`src/rtl/duck_hunt_pkg.sv`:
```
// Shared game-state encodings and trigger-FSM types for the light-gun shot path.
// The game-state localparams are the single source of truth for the play encoding.
package duck_hunt_pkg;

  localparam logic [2:0] GS_ATTRACT     = 3'd0;
  localparam logic [2:0] GS_ROUND_START = 3'd1;
  localparam logic [2:0] GS_PLAY        = 3'd2;
  localparam logic [2:0] GS_ROUND_END   = 3'd3;
  localparam logic [2:0] GS_GAME_OVER   = 3'd4;

  localparam int unsigned DEBOUNCE_CYCLES_DEF = 500_000;
  localparam int unsigned COOLDOWN_CYCLES_DEF = 2_500_000;

  typedef enum logic [2:0] {
    IDLE,
    FIRE,
    FLASH,
    COOLDOWN,
    RELEASE
  } trig_state_t;

  // Shared counter width: large enough to hold the bigger of the two limits.
  function automatic int unsigned cnt_width(input int unsigned a, input int unsigned b);
    int unsigned m;
    m = (a > b) ? a : b;
    return $clog2(m + 1);
  endfunction

endpackage

```
`src/rtl/trigger_debounce.sv`:
```
// Two-flop synchroniser and stable-level debouncer for the active-low trigger.
// level_o is the debounced pressed level; press_evt_o pulses once per accepted press.
module trigger_debounce #(
  parameter int unsigned DEBOUNCE_CYCLES = 500_000,
  parameter int unsigned CNT_W           = 19
) (
  input  logic clk_i,
  input  logic rst_ni,
  input  logic trigger_n_i,
  output logic level_o,
  output logic press_evt_o
);

  localparam logic [CNT_W-1:0] DEB_LAST = CNT_W'(DEBOUNCE_CYCLES - 1);

  logic             sync1_q, sync2_q;
  logic             level_sync;
  logic             deb_q, deb_d;
  logic             press_q, press_d;
  logic [CNT_W-1:0] cnt_q, cnt_d;

  // Synchroniser resets to the released (high) level so reset never looks like a press.
  always_ff @(posedge clk_i or negedge rst_ni) begin
    if (!rst_ni) begin
      sync1_q <= 1'b1;
      sync2_q <= 1'b1;
    end else begin
      sync1_q <= trigger_n_i;
      sync2_q <= sync1_q;
    end
  end

  assign level_sync = ~sync2_q;

  always_comb begin
    cnt_d   = '0;
    deb_d   = deb_q;
    press_d = 1'b0;
    if (level_sync != deb_q) begin
      if (cnt_q >= DEB_LAST) begin
        deb_d   = level_sync;
        press_d = level_sync;
      end else begin
        cnt_d = cnt_q + 1'b1;
      end
    end
  end

  always_ff @(posedge clk_i or negedge rst_ni) begin
    if (!rst_ni) begin
      cnt_q   <= '0;
      deb_q   <= 1'b0;
      press_q <= 1'b0;
    end else begin
      cnt_q   <= cnt_d;
      deb_q   <= deb_d;
      press_q <= press_d;
    end
  end

  assign level_o     = deb_q;
  assign press_evt_o = press_q;

endmodule

```
`src/rtl/shot_trigger_gen.sv`:
```
// Turns debounced trigger presses into single shot pulses and runs the flash req/ack handshake.
//   state    | meaning
//   IDLE     | waiting for a press; the only state that looks at the game state
//   FIRE     | press accepted with ammo; shot pulses in the following cycle
//   FLASH    | flash_req raised until flash_ack; never abandoned
//   COOLDOWN | dead time after ack, presses ignored
//   RELEASE  | wait for the trigger to be let go, so a held trigger never re-fires
module shot_trigger_gen
  import duck_hunt_pkg::*;
#(
  parameter int unsigned DEBOUNCE_CYCLES = DEBOUNCE_CYCLES_DEF,
  parameter int unsigned COOLDOWN_CYCLES = COOLDOWN_CYCLES_DEF,
  parameter logic [2:0]  PLAY_STATE      = GS_PLAY
) (
  input  logic       Clk,
  input  logic       Reset,
  input  logic       trigger_n,
  input  logic [2:0] state,
  input  logic       no_shots_left,
  input  logic       flash_ack,
  output logic       shot,
  output logic       dry_fire,
  output logic       flash_req,
  output logic       busy
);

  localparam int unsigned      CNT_W     = cnt_width(DEBOUNCE_CYCLES, COOLDOWN_CYCLES);
  localparam logic [CNT_W-1:0] COOL_LOAD = CNT_W'(COOLDOWN_CYCLES);

  trig_state_t      state_q, state_d;
  logic [CNT_W-1:0] cool_q, cool_d;
  logic             shot_q, shot_d;
  logic             dry_q, dry_d;
  logic             req_q, req_d;
  logic             busy_q, busy_d;
  logic             deb_level;
  logic             press_evt;
  logic             in_play;

  trigger_debounce #(
    .DEBOUNCE_CYCLES (DEBOUNCE_CYCLES),
    .CNT_W           (CNT_W)
  ) u_debounce (
    .clk_i       (Clk),
    .rst_ni      (Reset),
    .trigger_n_i (trigger_n),
    .level_o     (deb_level),
    .press_evt_o (press_evt)
  );

  assign in_play = (state == PLAY_STATE);

  always_comb begin
    state_d = state_q;
    cool_d  = cool_q;
    dry_d   = 1'b0;
    unique case (state_q)
      IDLE: begin
        if (press_evt && in_play) begin
          if (no_shots_left) begin
            dry_d   = 1'b1;
            state_d = RELEASE;
          end else begin
            state_d = FIRE;
          end
        end
      end
      FIRE:  state_d = FLASH;
      FLASH: begin
        if (flash_ack) begin
          state_d = COOLDOWN;
          cool_d  = COOL_LOAD;
        end
      end
      COOLDOWN: begin
        if (cool_q == '0) begin
          state_d = RELEASE;
        end else begin
          cool_d = cool_q - 1'b1;
        end
      end
      RELEASE: begin
        if (!deb_level) begin
          state_d = IDLE;
        end
      end
      default: state_d = IDLE;
    endcase
    // Outputs are registered decodes of the current state, so shot trails FIRE by one cycle.
    shot_d = (state_q == FIRE);
    req_d  = (state_q == FLASH) && !flash_ack;
    busy_d = (state_d != IDLE);
  end

  always_ff @(posedge Clk or negedge Reset) begin
    if (!Reset) begin
      state_q <= IDLE;
      cool_q  <= '0;
      shot_q  <= 1'b0;
      dry_q   <= 1'b0;
      req_q   <= 1'b0;
      busy_q  <= 1'b0;
    end else begin
      state_q <= state_d;
      cool_q  <= cool_d;
      shot_q  <= shot_d;
      dry_q   <= dry_d;
      req_q   <= req_d;
      busy_q  <= busy_d;
    end
  end

  assign shot      = shot_q;
  assign dry_fire  = dry_q;
  assign flash_req = req_q;
  assign busy      = busy_q;

endmodule
```
`config.mk`:
```
export PLATFORM = sky130hd
export DESIGN_NAME = shot_trigger_gen
export DESIGN_NICKNAME = d
export VERILOG_FILES = /design/src/rtl/duck_hunt_pkg.sv /design/src/rtl/trigger_debounce.sv /design/src/rtl/shot_trigger_gen.sv
export SDC_FILE = /design/constraint.sdc
export NUM_CORES = 1
export LEC_CHECK = 0
export CORE_MARGIN = 1
export CORE_UTILIZATION = 54
export DETAILED_ROUTE_END_ITERATION = 12
export GPL_TIMING_DRIVEN = 0
export PLACE_DENSITY = 0.75
export SLEW_MARGIN = 30
export SYNTH_ARGS = -nofsm -noshare
export SYNTH_HDL_FRONTEND = slang
export SYNTH_SLANG_ARGS = --single-unit
```
`constraint.sdc`:
```
create_clock -name Clk -period 1.8 [get_ports Clk]
set_input_delay 0.18 -clock Clk [delete_from_list [all_inputs] [get_ports Clk]]
set_output_delay 0.18 -clock Clk [all_outputs]
set_load 0.005 [all_outputs]
```
# Word level (Yosys, flattened, before mapping)
# Cells that the tools add are included.
totals:
  reg_bits: 55
  word_cells: 48
op_classes:
  addsub: 2
  n_lt_le_gt_ge: 1
  n_eq_ne: 8
  muxes: 16
  bitwise_logic: 1
  reduce_logical: 9
ops:
  columns: ["op", "n"]
  rows:
  - ["two-way mux 22 bit", 4]
  - ["case mux 22 bit (2 select lines)", 1]
  - ["adder 22 x 1 -> 22 bit, second input constant", 1]
  - [">= comparator 22 x 19 -> 1 bit, second input constant", 1]
  - ["zero test 22 bit", 1]
  - ["subtractor 22 x 1 -> 22 bit, second input constant", 1]
  - ["two-way mux 3 bit", 5]
  - ["case mux 3 bit (5 select lines)", 1]
  - ["equality test 3 x 2 -> 1 bit, second input constant", 3]
  - ["two-way mux 1 bit", 5]
  - ["inequality test 2 bit, second input constant", 2]
  - ["equality test 3 x 1 -> 1 bit, second input constant", 1]
  - ["equality test 3 bit, second input constant", 1]
  - ["zero test 3 bit", 1]
  - ["AND reduction 3 bit", 1]
  - ["nonzero test 3 bit", 1]
  - ["logical AND 1 bit", 2]
  - ["AND reduction 2 bit", 1]
  - ["nonzero test 2 bit", 1]
  - ["zero test 1 bit", 1]
  - ["inequality test 1 bit", 1]
  - ["inverter 1 bit", 1]

# Depth between registers and ports, before layout
# Gate-level depths: netlist (run 1).
depth:
  word_depth: 5
  ltp_mapped: 8
  depth_no_buf: 6

# Cells and area by module
# A second synthesis (run 1) with hierarchy kept.
hier_totals:
  cells_unflattened: 279
  hier_area_um2: 2817.7
by_module_without_submodules:
  columns: ["mod", "instances", "cells_per_inst", "area_each_um2", "seq_area_each_um2"]
  rows:
  - ["shot_trigger_gen", 1, 167, 1614.0, 725.7]
  - ["trigger_debounce", 1, 112, 1203.7, 653.1]

# Worst setup path before layout (run 1)
# Ideal clock, no wire load.
synth_path:
  path_type: "register to register"
  startpoint: "register cool_q[2]"
  endpoint: "register cool_q[13]"
  setup_ns: 0.131
  arrival_ns: 1.844
  required_time_ns: 1.669
  slack_ns: -0.175
  path_stages_with_launch: 6
  synth_period_minus_slack_ns: 1.975
  cell_sequence: "dfrtp_1 -> or4_4 -> nor3_4 -> o211ai_4 -> o31a_1 -> or3_1"
synth_via:
  elab_chain_cells: 3
  word_cells_on_any_way: 6
synth_lines:
  columns: ["item", "line_no", "rtl"]
  rows:
  - ["start: declaration", "shot_trigger_gen.sv:31", "logic [CNT_W-1:0] cool_q, cool_d;"]
  - ["start signal: assignment", "shot_trigger_gen.sv:105", "cool_q <= cool_d;"]
  - ["subtractor 22 x 1 -> 22 bit or zero test 22 bit (tied branches)", "shot_trigger_gen.sv:79, shot_trigger_gen.sv:76", null]
  - ["two-way mux 22 bit or inequality test 2 bit (tied branches)", null, null]
  - ["case mux 22 bit (2 select lines) or AND reduction 3 bit (tied branches)", null, null]
# Parallel ways exist; a longest one is shown, timed or not. The select of a mux whose other input is x is not followed.
# A chain may end at the register's enable or synchronous reset.

# Worst setup path in the final report (run 1)
# Same ends and word-level chain as after synthesis.

==> results of run 1 <==
[power breakdown]
group	total [W]	switching (W)	internal [W]
sequential	0.00157	0.000193	0.00138
clock	0.000674	0.000401	0.000273
combinational	0.000996	0.000531	0.000465
total	0.00324	0.00112	0.00212
[worst max-delay path: stages, from the launching register on]
cell	delay [ns]
dfrtp_1	0.42
or4_4	0.55
nor3_4	0.19
o211ai_4	0.14
o31a_1	0.26
or3_1	0.30
[through the flow]
| stage | worst slack [ns] | area (um^2) | setup TNS (ns) | cells |
|---|---|---|---|---|
| 5_1_grt | -0.238 | 3530 | -3.14 | 384 |
| 4_1_cts | -0.266 | 3210 | -1.18 | 368 |
| 2_1_floorplan | -0.175 | 2650 | -0.261 | 260 |
| 3_5_place_dp | -0.302 | 2860 | -4.75 | 339 |
| 3_3_place_gp | -1.08 | 2840 | -61.67 | 338 |
| 6_report | -0.175 | 3530 | -1.11 | 384 |
[kinds of logic after synthesis]
| logic type | Yosys count | share of synthesized area, % |
|---|---|---|
| mux | 7 | 2.66 |
| compound gates | 30 | 8.16 |
| other cells | 1 | 0.142 |
| xor+xnor | 22 | 7.31 |
| buf+inv | 11 | 1.61 |
| fa+ha+maj | 2 | 0.949 |
| simple gates | 130 | 26.9 |
| flops | 55 | 52.3 |
[timing repair]
| item | CTS | global route |
|---|---|---|
| hold buffers | 1 | 0 |
| hold endpoints to repair | 25 | 0 |
| gates cloned | 0 | 1 |
| resized for setup | 20 | 50 |
| pin swaps | 9 | 22 |
| setup endpoints to repair | 32 | 38 |
| buffers inserted | 21 | 17 |
[final cells by class]
cell class	instances	area share, %
inverter	6	0.637
sequential	55	39.2
clock buffer	6	2.05
tap	67	2.37
timing repair buffer	50	12.9
clock inverter	2	0.354
buffer	4	0.956
multi-input combinational	194	41.6
[per-layer routing]
layer	vias to the layer above	wire length (um)	global-route usage (%)	part of all wire [%]
li1	1032	-	-	-
met5	-	0	0	0
met4	0	133	9.37	2.1
met1	1118	2940	33.1	46
met3	15	234	4.64	3.7
met2	61	3070	32.9	48
[synth_stat cells, drive strengths merged, types with 2 or more instances]
library cell	count
a211oi	2
a31oi	3
and2	4
and3	7
and4	2
buf	2
clkbuf	3
dfrtp	53
dfstp	2
ha	2
inv	6
mux2i	7
nand2	22
nand2b	4
nand3	12
nand4	6
nor2	32
nor3	13
nor3b	2
nor4	8
o211ai	7
o21ai	9
o31ai	3
or2	2
or3	7
or4	4
xnor2	9
xor2	13
[how the worst max path moves through the flow]
stage / to / startpoint / cells after the start / slack, ns
after floorplan: cool_q[13] / cool_q[2] / 5 / -0.18
after global placement: u_debounce.cnt_q[16] / Reset / 1 / -1.08
after detailed placement: cool_q[13] / cool_q[2] / 5 / -0.30
after CTS: cool_q[13] / cool_q[3] / 5 / -0.27
after global routing: cool_q[13] / cool_q[2] / 5 / -0.24
final: cool_q[13] / cool_q[2] / 5 / -0.18
==> flow_summary.json, run 1 <==
{
  "cp_max_fo": 6,
  "finalNetCount": 326,
  "power.total_w": 0.00324,
  "cts_root_buf": "clkbuf_8",
  "async_reset_ff_share_pct": 100,
  "ys_types": 49,
  "reg2reg_to": "cool_q[13]",
  "clk_latency_ns": 0.31,
  "relSlewSlack_pct": 58.3,
  "rsz0062_at_grt": "yes",
  "wl_per_cell_um": 16.6,
  "synthTopCellsByArea": "dfrtp_1 50%, nor2_1 4.6%, xor2_1 4.3%, nand2_1 3.1%, xnor2_1 3.0%",
  "grt_pass1_wl_um": 8990,
  "avgSynthCellArea_um2": 10.2,
  "p_per_area_mw_per_mm2": 917,
  "final_max_slew_viol_count": 0,
  "yosysWarnings": 0,
  "setup_slack_ns": -0.175,
  "synth_edf_count": 0,
  "cts_max_level": 2,
  "grt_pass1_vias": 1948,
  "hold_class": "input pin to flop",
  "grt_usage_pct": 22.6,
  "synthCells": 258,
  "num_rows": 25,
  "final_cell_mix": "49 x dfrtp_1, 33 x buf_4, 21 x nand2_1",
  "num_io_pins": 12,
  "hold_violations": 0,
  "outcome": "complete, but fails checks",
  "clk_path_buf_depth": 2,
  "drive_gt1_share_pct": 33.1,
  "min_path_cells": 1,
  "skew_ns": 0.00564,
  "start_util_pct": 55.8,
  "finalCritPeriodShare_pct": 110,
  "critPathLaunchType": "flop",
  "cp-end-kind": "flop",
  "clk_pin_slew_ns": 0.10,
  "setup-violations-final": 24,
  "synth_top_area_share_pct": 50.3,
  "max_freq_mhz": 506,
  "die_area_mm2": 0.00517,
  "path_class": "flop to flop",
  "synth_ff_type": "dfrtp_1",
  "r2r.worst_path.cells": 5,
  "drv_cap": 0,
  "die_h_um": 71.9,
  "fp.dieW_um": 71.9,
  "cts_tree": "done",
  "holdPathEnd": "u_debounce.sync1_q",
  "antenna_cells": 0,
  "fillerInstances": 289,
  "yosysTopAreaCell": "dfrtp_1",
  "fin_crit_ns": 1.98,
  "drtAntennaViolNets": 0,
  "r2r-start": "cool_q[2]",
  "violations": "setup timing",
  "gp_congestion": 0.909,
  "drc": 0,
  "dpl.hpwl_um": 3290,
  "drtPass1Iterations": 4,
  "reg_top3": "cool_q (22), u_debounce.cnt_q (22), state_q (3)",
  "layout.area.seq_mm2": 0.00138,
  "ir_worst_vdd_v": 0.000494,
  "grt.overflow.total": 0,
  "synth.cell_area_mm2": 0.00264,
  "post-route-util_pct": 74.8,
  "multi_input_area_mm2": 0.00147,
  "vias_per_cell": 5.80,
  "design.core.area_mm2": 0.00472,
  "ys_ff_latch": 55,
  "required_ns": 2.00,
  "arrival_ns": 2.17,
  "grt_antenna_before_repair": 0,
  "synth-seq-area-share_pct": 52.3,
  "numCtsBuffers": 5,
  "grt_max_degree": 29,
  "p_leak_nw": 1.42,
  "min_from": "trigger_n",
  "tightest_slew_ns": 0.625,
  "area_growth_pct": 34.1,
  "reg2reg_slack_ns": -0.18,
  "vias": 2226,
  "cts_sinks": 55,
  "whs_ns": 0.270,
  "drt_wl_total_um": 6380,
  "dr.first_iter.drc_count": 199,
  "final_common_cell": "dfrtp_1",
  "io_buffers": 11
}
Power figures use the tool's default switching activity.
==> run 2, diff against run 1 <==
--- a/config.mk
+++ b/config.mk
@@ -5,11 +5,12 @@
 export SDC_FILE = /design/constraint.sdc
 export NUM_CORES = 1
 export LEC_CHECK = 0
-export CORE_MARGIN = 1
+export CORE_MARGIN = 5
 export CORE_UTILIZATION = 54
 export DETAILED_ROUTE_END_ITERATION = 12
 export GPL_TIMING_DRIVEN = 0
 export PLACE_DENSITY = 0.75
+export SETUP_SLACK_MARGIN = 0.1
 export SLEW_MARGIN = 30
 export SYNTH_ARGS = -nofsm -noshare
 export SYNTH_HDL_FRONTEND = slang
==> run 2 against run 1 <==
  * The run still ends with setup timing left
  * Worst hold slack lost 0.0096 ns
  * Global-route usage shrank 1.1 points
  * Fmax shrank 0.86%
  * Combinational power grew 8%
  * Clock power grew 12%
  * Via count shrank 0.36%
  * Cell area grew 4.9%
  * Die area grew 24%
  * Critical endpoint is now cool_q[17]
==> flow_summary.json, run 2 (synthesis results as in run 1) <==
{
  "setup_slack_ns": -0.192,
  "multi_input_area_mm2": 0.00152,
  "relSlewSlack_pct": 64.7,
  "grt_usage_pct": 21.5,
  "hold_class": "input pin to flop",
  "num_rows": 25,
  "drv_cap": 0,
  "cts_max_level": 2,
  "vias_per_cell": 5.62,
  "clk_latency_ns": 0.31,
  "intPower_w": 0.00225,
  "clk_pin_slew_ns": 0.10,
  "holdPathEnd": "u_debounce.sync1_q",
  "reg2reg_slack_ns": -0.19,
  "reg_top3": "cool_q (22), u_debounce.cnt_q (22), state_q (3)",
  "area_growth_pct": 40.6,
  "dr.first_iter.drc_count": 147,
  "num_io_pins": 12,
  "gp_congestion": 0.764,
  "final_max_slew_viol_count": 0,
  "r2r.worst_path.cells": 7,
  "clk_path_buf_depth": 2,
  "wl_per_cell_um": 16.5,
  "required_ns": 1.97,
  "dpl.hpwl_um": 3540,
  "numCtsBuffers": 5,
  "p_sw_w": 0.00114,
  "drt_wl_total_um": 6510,
  "cts_tree": "done",
  "outcome": "complete, but fails checks",
  "die_area_mm2": 0.00638,
  "finalCritPeriodShare_pct": 111,
  "start_util_pct": 55.8,
  "arrival_ns": 2.16,
  "cts_sinks": 55,
  "tightest_slew_ns": 0.530,
  "setup-violations-final": 29,
  "drive_gt1_share_pct": 38.1,
  "io_buffers": 11,
  "final_cell_mix": "46 x dfrtp_1, 33 x buf_4, 21 x nand2_1",
  "layout.area.seq_mm2": 0.00139,
  "grt_antenna_before_repair": 0,
  "cp-end-kind": "flop",
  "grt_max_degree": 31,
  "hold_violations": 0,
  "min_from": "trigger_n",
  "drtAntennaViolNets": 0,
  "min_path_cells": 1,
  "pwr-share-comb_pct": 31.8,
  "fp.dieW_um": 79.9,
  "swShare_pct": 33.6,
  "final_common_cell": "dfrtp_1",
  "p_per_area_mw_per_mm2": 916,
  "antenna_cells": 0,
  "finalNetCount": 337,
  "ir_worst_vdd_v": 0.000516,
  "die_h_um": 79.9,
  "reg2reg_to": "cool_q[17]",
  "drtPass1Iterations": 4,
  "p_leak_nw": 1.47,
  "fillerInstances": 287,
  "cts_root_buf": "clkbuf_8",
  "clkPwrFrac_pct": 22.2,
  "design_area_mm2": 0.00371,
  "grt_pass1_wl_um": 10700,
  "violations": "setup timing",
  "grt_pass1_vias": 2324,
  "skew_ns": 0.00565,
  "grt.overflow.total": 0,
  "r2r-start": "cool_q[3]",
  "vias": 2218,
  "max_freq_mhz": 502,
  "cp_max_fo": 5,
  "fin_crit_ns": 1.99,
  "placed_area_mm2": 0.00292,
  "pwr-share-seq_pct": 46.0,
  "drc": 0,
  "path_class": "flop to flop",
  "critPathLaunchType": "flop",
  "fin_setup_tns_ns": -2.34,
  "rsz0062_at_grt": "yes",
  "design.core.area_mm2": 0.00472
}
-- run 2: layout make-up --
class                      instances  share of cell area (%)
buffer                             5                    1.08
inverter                           6                   0.607
timing repair buffer              60                    15.0
sequential                        55                    37.4
clock inverter                     2                   0.540
clock buffer                       6                    2.23
multi-input combinational        194                    40.9
tap                               67                    2.26
-- run 2: repair_timing --
action,in CTS,in global routing
buffers inserted,35,15
pin swaps,20,20
hold endpoints to repair,24,0
cloned,2,0
resized for setup,40,49
hold buffers,1,0
setup endpoints to repair,44,46
-- run 2: power groups by stage --
stage                     registers (W)  clock network (W)  logic (W)
after floorplan                 0.00153                  0   0.000470
after global placement          0.00156                  0   0.000613
after detailed placement        0.00157                  0   0.000634
after CTS                       0.00152           0.000756   0.000791
after global routing            0.00158           0.000819    0.00117
final                           0.00156           0.000753    0.00108
-- run 2: stage by stage --
step / util (%) / power (W) / worst slack [ns] / hold WS, ns / std cells
floorplan: - / 0.00200 / -0.175 / -0.116 / 260
global placement: 61.5 / 0.00217 / -1.11 / 0.346 / 338
detailed placement: 61.8 / 0.00220 / -0.282 / 0.119 / 339
CTS: 73.6 / 0.00307 / -0.244 / 0.259 / 385
global route: 78.5 / 0.00357 / -0.267 / 0.243 / 395
finish: 78.5 / 0.00339 / -0.192 / 0.260 / 395
-- run 2: worst max path at each step --
| stage | cells past startpoint | endpoint | slack [ns] | from |
|---|---|---|---|---|
| 2_1_floorplan | 5 | cool_q[13] | -0.18 | cool_q[2] |
| 5_1_grt | 6 | cool_q[13] | -0.27 | cool_q[8] |
| 3_5_place_dp | 5 | cool_q[13] | -0.28 | cool_q[2] |
| 3_3_place_gp | 1 | u_debounce.cnt_q[21] | -1.11 | Reset |
| 4_1_cts | 5 | cool_q[13] | -0.24 | cool_q[3] |
| 6_report | 7 | cool_q[17] | -0.19 | cool_q[3] |
-- run 2: worst max-delay path, stage by stage, from the launching register on --
cell      delay, ns
dfrtp_1        0.41
or4_4          0.57
nor3_4         0.18
o211ai_4       0.14
buf_4          0.17
buf_4          0.12
o21ai_1        0.16
nand3_1        0.09
-- run 2: per-layer routing --
metal / global-route usage (%) / share of wire, %
met1: 24.7 / 39
met2: 39.7 / 56
met3: 4.29 / 3.0
met4: 6.93 / 2.2
met5: 0 / 0
==> run 3, diff against run 2 <==
--- a/config.mk
+++ b/config.mk
@@ -9,7 +9,7 @@
 export CORE_UTILIZATION = 54
 export DETAILED_ROUTE_END_ITERATION = 12
 export GPL_TIMING_DRIVEN = 0
-export PLACE_DENSITY = 0.75
+export PLACE_DENSITY = 0.84
 export SETUP_SLACK_MARGIN = 0.1
 export SLEW_MARGIN = 30
 export SYNTH_ARGS = -nofsm -noshare
==> run 3 against run 2 <==
  * The run still ends with setup timing left
  * Cell count shrank 3.0%
  * Sequential power is essentially flat
  * Global-route usage shrank 0.91 points
  * Utilization shrank 2.1 points
  * Critical path depth shrank 1
  * Sequential cell count is the same
  * Cell area shrank 2.7%
  * Sequential share of layout area grew 0.90 points
==> flow_summary.json, run 3 (synthesis results as in run 1) <==
{
  "cts_sinks": 55,
  "critPathTopFamily": "simple AND/OR/NAND/NOR gates",
  "dpl.hpwl_um": 3500,
  "violations": "setup timing",
  "cts_max_level": 2,
  "drv_cap": 0,
  "gp_congestion": 0.775,
  "cp_cell_sequence": "nor4_4, nand4_4, o211ai_1, buf_4, xor2_1, nor2_1",
  "hold_class": "input pin to flop",
  "skew_ns": 0.0109,
  "p_leak_nw": 1.42,
  "die_h_um": 79.9,
  "post-route-util_pct": 76.4,
  "placed_area_mm2": 0.00292,
  "arrival_ns": 2.30,
  "required_ns": 2.00,
  "hold_violations": 0,
  "start_util_pct": 55.8,
  "p_per_area_mw_per_mm2": 901,
  "cp-end-kind": "flop",
  "path_buf_inv": 1,
  "grt_pass1_vias": 2263,
  "fillerInstances": 251,
  "area_growth_pct": 36.8,
  "design.core.area_mm2": 0.00472,
  "drive_gt1_share_pct": 33.5,
  "setup-violations-final": 33,
  "design_area_mm2": 0.00361,
  "vias": 2262,
  "drc": 0,
  "grt_max_degree": 40,
  "final_common_cell": "dfrtp_1",
  "critPathLaunchType": "flop",
  "reg_top3": "cool_q (22), u_debounce.cnt_q (22), state_q (3)",
  "fin_setup_tns_ns": -3.37,
  "grt.overflow.total": 0,
  "finalCritPeriodShare_pct": 117,
  "numCtsBuffers": 5,
  "io_buffers": 11,
  "num_rows": 25,
  "grt_pass1_wl_um": 10300,
  "grt_antenna_before_repair": 0,
  "fp.dieW_um": 79.9,
  "ir_worst_vdd_v": 0.000543,
  "rsz0062_at_grt": "yes",
  "critPathMaxStageDelay_ns": 0.47,
  "path_class": "flop to flop",
  "tightest_slew_ns": 0.526,
  "cp_max_fo": 7,
  "final_max_slew_viol_count": 0,
  "max_freq_mhz": 475,
  "reg2reg_slack_ns": -0.30,
  "relSlewSlack_pct": 64.9,
  "dr.first_iter.drc_count": 130,
  "power.total_w": 0.00325,
  "drt_wl_total_um": 6660,
  "wl_per_cell_um": 17.4,
  "drtAntennaViolNets": 0,
  "clk_pin_slew_ns": 0.10,
  "cp_slowest_cell": "dfrtp_1",
  "num_io_pins": 12,
  "clk_latency_ns": 0.31,
  "drtPass1Iterations": 4,
  "outcome": "complete, but fails checks",
  "finalNetCount": 325,
  "die_area_mm2": 0.00638,
  "cts_root_buf": "clkbuf_8",
  "antenna_cells": 0,
  "grt_usage_pct": 20.6,
  "cts_tree": "done",
  "fin_crit_ns": 2.10,
  "clk_path_buf_depth": 2,
  "final_cell_mix": "50 x dfrtp_1, 30 x buf_4, 21 x nand2_1",
  "vias_per_cell": 5.91,
  "setup_slack_ns": -0.304
}
[run 3: metrics by stage]
step	hold WS, ns	worst slack, ns	cells
floorplan	-0.116	-0.175	260
global route	0.255	-0.370	383
global placement	0.346	-1.00	338
CTS	0.258	-0.274	370
detailed placement	0.0600	-0.327	339
finish	0.262	-0.304	383
[run 3: path summary, 6_finish.rpt]
kind	from	end	cells after the start
setup / recovery	cool_q[9]	cool_q[2]	6
hold / removal	trigger_n	u_debounce.sync1_q	1
setup reg to reg	cool_q[9]	cool_q[2]	6
hold reg to reg	u_debounce.sync1_q	u_debounce.sync2_q	0
max in group asynchronous	Reset	u_debounce.sync2_q	3
min in group asynchronous	Reset	state_q[0]	2
[run 3: repair_timing]
item | 4_1_cts | 5_1_grt
gates cloned | 2 | 0
hold buffers | 1 | 0
setup buffers | 21 | 14
setup endpoints to repair | 45 | 42
pin swaps | 22 | 18
resized for setup | 51 | 21
endpoints found under the hold margin | 16 | 0
[run 3: where the power goes]
group          switching [W]  internal (W)  leakage (nW)  total, W
combinational       0.000536      0.000494         0.696   0.00103
sequential          0.000169       0.00137         0.683   0.00154
clock               0.000398      0.000280        0.0418  0.000679
[run 3: cell type report]
type,instances,area (um^2),share of cell area (%)
clock inverters,2,16.3,0.451
plain buffers,5,40.0,1.11
clock buffers,6,72.6,2.01
flip-flops and latches,55,1380,38.3
inverters,6,22.5,0.624
well taps,67,83.8,2.32
multi-input cells,194,1540,42.7
repair buffers,48,448,12.4
[run 3: layer usage]
layer / track usage (%) / up-vias / routed length (um)
met2: 37.3 / 45 / 3550
met1: 23.7 / 1162 / 2720
li1: - / 1037 / -
met4: 7.94 / 0 / 195
met3: 4.18 / 18 / 194
met5: 0 / - / 0
